===== src/rtl/fetch_seq_ctrl_pkg.sv =====
// Shared constants and state encoding for the rvseed fetch sequencer.
package fetch_seq_ctrl_pkg;

  localparam int unsigned DEF_CPU_WIDTH = 32;
  localparam logic [31:0] DEF_RESET_PC  = 32'h8000_0000;
  localparam logic [31:0] DEF_NOP_INST  = 32'h0000_0013;

  // Fetch sequencer states; encodings are shared with the core defines.
  typedef enum logic [1:0] {
    ST_BOOT = 2'd0,
    ST_REQ  = 2'd1,
    ST_WAIT = 2'd2,
    ST_HOLD = 2'd3
  } fetch_state_t;

endpackage


===== src/rtl/fetch_seq_ctrl.sv =====
// Stall-aware instruction fetch sequencer: owns the fetch PC, runs a single
// outstanding imem request/response, and holds the fetched word for decode.
module fetch_seq_ctrl
  import fetch_seq_ctrl_pkg::*;
#(
  parameter int unsigned           CPU_WIDTH = DEF_CPU_WIDTH,
  parameter logic [CPU_WIDTH-1:0]  RESET_PC  = DEF_RESET_PC,
  parameter logic [31:0]           NOP_INST  = DEF_NOP_INST
) (
  input  logic                 clk,
  input  logic                 rst_n,
  output logic                 imem_req,
  output logic [CPU_WIDTH-1:0] imem_addr,
  input  logic                 imem_gnt,
  input  logic                 imem_rvalid,
  input  logic [31:0]          imem_rdata,
  output logic                 inst_valid,
  output logic [31:0]          inst,
  output logic [CPU_WIDTH-1:0] inst_pc,
  input  logic                 inst_ready,
  input  logic                 redirect_valid,
  input  logic [CPU_WIDTH-1:0] redirect_pc
);

  fetch_state_t         state;
  logic [CPU_WIDTH-1:0] pc;
  logic                 discard;
  logic [CPU_WIDTH-1:0] target_pc;
  logic [1:0]           unused_redirect_lsb;

  // Redirect targets are always word aligned; the low bits are dropped.
  assign target_pc           = {redirect_pc[CPU_WIDTH-1:2], 2'b00};
  assign unused_redirect_lsb = redirect_pc[1:0];

  // Request and address are pure decodes of registered state.
  assign imem_req  = (state == ST_REQ);
  assign imem_addr = pc;

  // Sequencer: state, PC, squash flag and the held instruction.
  always_ff @(posedge clk or negedge rst_n) begin
    if (!rst_n) begin
      state      <= ST_BOOT;
      pc         <= RESET_PC;
      discard    <= 1'b0;
      inst_valid <= 1'b0;
      inst       <= NOP_INST;
      inst_pc    <= RESET_PC;
    end else begin
      case (state)
        ST_BOOT: begin
          if (redirect_valid) pc <= target_pc;
          state <= ST_REQ;
        end

        ST_REQ: begin
          if (imem_gnt) begin
            // A redirect racing the grant marks the response as stale.
            discard <= redirect_valid;
            if (redirect_valid) pc <= target_pc;
            state <= ST_WAIT;
          end else if (redirect_valid) begin
            pc <= target_pc;
          end
        end

        ST_WAIT: begin
          if (imem_rvalid) begin
            if (discard || redirect_valid) begin
              discard <= 1'b0;
              if (redirect_valid) pc <= target_pc;
              state <= ST_REQ;
            end else begin
              inst       <= imem_rdata;
              inst_pc    <= pc;
              inst_valid <= 1'b1;
              pc         <= pc + CPU_WIDTH'(4);
              state      <= ST_HOLD;
            end
          end else if (redirect_valid) begin
            discard <= 1'b1;
            pc      <= target_pc;
          end
        end

        ST_HOLD: begin
          if (redirect_valid || inst_ready) begin
            inst_valid <= 1'b0;
            inst       <= NOP_INST;
            if (redirect_valid) pc <= target_pc;
            state <= ST_REQ;
          end
        end

        default: state <= ST_BOOT;
      endcase
    end
  end

endmodule

===== config.mk =====
export PLATFORM = sky130hd
export DESIGN_NAME = fetch_seq_ctrl
export DESIGN_NICKNAME = d
export VERILOG_FILES = /design/src/rtl/fetch_seq_ctrl_pkg.sv /design/src/rtl/fetch_seq_ctrl.sv
export SDC_FILE = /design/constraint.sdc
export NUM_CORES = 1
export LEC_CHECK = 0
export CORE_MARGIN = 5
export CORE_UTILIZATION = 40
export CTS_BUF_LIST = sky130_fd_sc_hd__clkbuf_8
export DETAILED_ROUTE_END_ITERATION = 8
export PLACE_DENSITY = 0.75
export SETUP_SLACK_MARGIN = 0.2
export SYNTH_ARGS = -nofsm -noshare
export SYNTH_HDL_FRONTEND = slang
export SYNTH_SLANG_ARGS = --single-unit
export TNS_END_PERCENT = 50

===== constraint.sdc =====
create_clock -name clk -period 1.6 [get_ports clk]
set_input_delay 0.32 -clock clk [delete_from_list [all_inputs] [get_ports clk]]
set_output_delay 0.32 -clock clk [all_outputs]
set_load 0.03 [all_outputs]

==> impl_results.md <==
* Max transition margin at 0.674
* Worst Skew at 0.0154 ns
* Sequential cell area fraction in the yosys report at 0.552
* Total number of vias at 4,584
* Top post-synthesis cells by count: 130 x nand2_1, 95 x dfrtp_1, 29 x a22o_1
* EDFF count, synth at 0
* Asr flop ratio synth at 1.00
* Mapped Cells at 456
* Top-count cell post-synth: nand2_1
* Clock share of power at 0.151
* Final Util at 0.685
* Reg-to-reg slack, setup at -0.16 ns
* Core ar. at 11,300 um^2
* Compound-Gate Fraction of Synth Area at 0.152
* Area leader, netlist: dfrtp_1
* Syn Std Cell Area at 4540 um^2
* Die W at 117 um
* Main area contributors after synthesis: dfrtp_1 52%, nand2_1 11%, a22o_1 5.6%, dfstp_2 2.9%, xor2_1 2.1%
* Hold Worst Slack at 0.387 ns
* Worst path arrival time at 1.49 ns
* DP Cell Count at 798
* Sw Share at 0.413
* First drt pass iteration count at 5
* IO Port Bufs at 165
* Final ANT Viol Nets at 0
* Period minus WS final at 1.81 ns
* Grt total ovfl at 0
* PD cells at 1310 nW/um^2
* Worst-path fanout max at 3
* Synth Area per Inst at 9.96 um^2
* Max_cap viols at 0
* Tot GR Track Use at 0.221
* Required time worst endpoint at 1.28 ns
* Dpl hpwl at 10,400 um
* Num CTS Buffers at 9
* Pint at 5940 uW
* Synth Area in XOR/XNOR at 0.0231
* Clk_lat worst skew at 0.39 ns
* CTS tree: built
* Mux contribution to synthesized area at 0.00220
* Comb pwr share at 0.477
* Antenna violations before repair at 0
* Synth Area in Adders at 0.0138
* Io pins at 168
* Simple-gate portion of the synthesized area at 0.226
* Routed WL at 16,100 um
* H-tree Lvls at 3
* Layout Nets at 793
* Syn Nets at 531
* Fin cells at 866
* Status: finished with violations
* CP endpoint kind: output pin
* Clk buf depth at 2
* Routability cong. at 0.862
* Library cells used by synthesis at 55
* Die ar. at 13,600 um^2
* DR iter-0 viols at 277
* Setup crit start kind: register
* Fin. Hold Viols at 0
* Synth warn at 0
* Clock Tree Root: clkbuf_8
* Design Power at 10,100 uW
* Final Setup Violations at 78
* Final worst path period share at 1.13
* Synth top area share at 0.524
* RSZ-0062 raised after global routing: true
* Worst min path class: input port to register
* Reg clk slew, reported paths at 0.10 ns
* Num Clock Sinks at 100
* Area grow syn2layout at 70.0%
* Layout cell share with drive strength beyond 1 at 0.467
* Setup ws final at -0.206 ns
* Via density at 5.29
* Sequential power share at 0.372
* Worst vdd ir at 947 uV
* P_sw at 4180 uW
* Combinational family with the most area after synthesis: simple AND/OR/NAND/NOR gates
* #FFs+latches synth at 100
* Crit path kind: register to output pin
* Failing checks: setup timing
* Largest net degree at the start of global routing at 36
* Starting Density at 0.403
* FMAX at 0.554 GHz
* DRC viols at 0
* First-pass GRT wire length at 23,300 um
* Reg2reg start: state[1]
* Row count at 39
* Number of fill cells in the layout at 846
* Least-Margin Pin Slew at 0.488 ns
* Multi-input combinational cell area at 2280 um^2
* Vias in the first global route at 4,622
* Max-slew violations at 0
* Avg WL per Cell at 18.6 um
* Leak Pwr at 0.00371 uW
* # diodes at 0
* Crit. Startpoint: state[0]
* Chip height at 117 um
* Synth Flop Type: dfrtp_1
* Storage cell area at 2540 um^2
* Min-delay src: redirect_valid
==> metal layers <==
layer / GRT usage / vias up / wire length, um
met4: 0.0619 / 0 / 257
li1: - / 2133 / -
met5: 0 / - / 0
met3: 0.0813 / 26 / 1570
met2: 0.378 / 191 / 8040
met1: 0.263 / 2234 / 6260
==> per-stage QoR <==
step | TNS, ns | area (um^2) | setup slack [ns]
2_1_floorplan | -0.385 | 4700 | -0.0360
3_3_place_gp | -33.89 | 6870 | -0.514
3_5_place_dp | -36.91 | 6870 | -0.605
4_1_cts | -5.56 | 7280 | -0.126
5_1_grt | -13.88 | 7720 | -0.266
6_report | -7.40 | 7720 | -0.206
==> layout by cell type, fill, tap and decap left out, types with 8 or more instances in the layout <==
cell type        Yosys  routed
buf_2                8      72
clkbuf_8             0      11
xor2_1              11      11
nand2_1            130     100
buf_4                0      68
o21ai_1             10      16
inv_1                7       8
nor2_1              24      17
clkdlybuf4s50_1      0      65
nand4_1              9       9
nand3_1             17      15
nand2_2              0      24
buf_12               0       9
dfrtp_2              0      27
a21oi_1             12      11
buf_6                1      41
dfrtp_1             95      68
a22o_1              29      29
==> final timing paths <==
path,endpoint,cells after the start
worst max register to register,imem_addr[9],9
worst min register to register,inst[0],2
worst max-delay path,imem_req,5
max in group asynchronous,imem_addr[31],3
worst min-delay path,imem_addr[1],3
min in group asynchronous,inst[22],2
==> sequential cells by signal (all words and copies together) (netlist names) <==
| name | count |
|---|---|
| state | 2 |
| inst_pc | 32 |
| inst | 32 |
| imem_addr | 32 |
| discard | 1 |
| inst_valid | 1 |
==> worst max-delay path, stage by stage (launching register included) <==
cell	delay [ns]
dfrtp_2	0.45
buf_4	0.15
buf_6	0.11
ha_4	0.15
buf_6	0.11
buf_12	0.12
==> power by group through the flow <==
| stage | combinational, uW | sequential, uW | clock, uW |
|---|---|---|---|
| 2_1_floorplan | 1180 | 5000 | 0 |
| 3_3_place_gp | 4470 | 3740 | 0 |
| 4_1_cts | 4510 | 3720 | 1560 |
| 5_1_grt | 5150 | 3840 | 1670 |
| 6_report | 4820 | 3770 | 1530 |
| 3_5_place_dp | 4560 | 3760 | 0 |
==> logic make-up after synthesis <==
| logic type | after synthesis |
|---|---|
| and+or+nand+nor | 213 |
| DFF | 100 |
| AOI/OAI and AO/OA | 93 |
| buffers and inverters | 32 |
| xor gates and xnor gates | 12 |
| adders and majority gates | 5 |
| muxes | 1 |
==> timing repair <==
action	in CTS	in global routing
hold endpoints to repair	30	0
hold buffers	1	0
pin swaps	13	66
buffers inserted	23	19
cloned	5	4
resized for setup	501	133
setup endpoints to repair	195	137
==> cell type report <==
class,instances,share of cell area
clock inverters,5,0.00373
repair buffers,274,0.324
flip-flops and latches,100,0.329
clock buffers,11,0.0196
well taps,143,0.0232
multi-input cells,325,0.296
inverters,8,0.00389
Power figures use the tool's default switching activity.
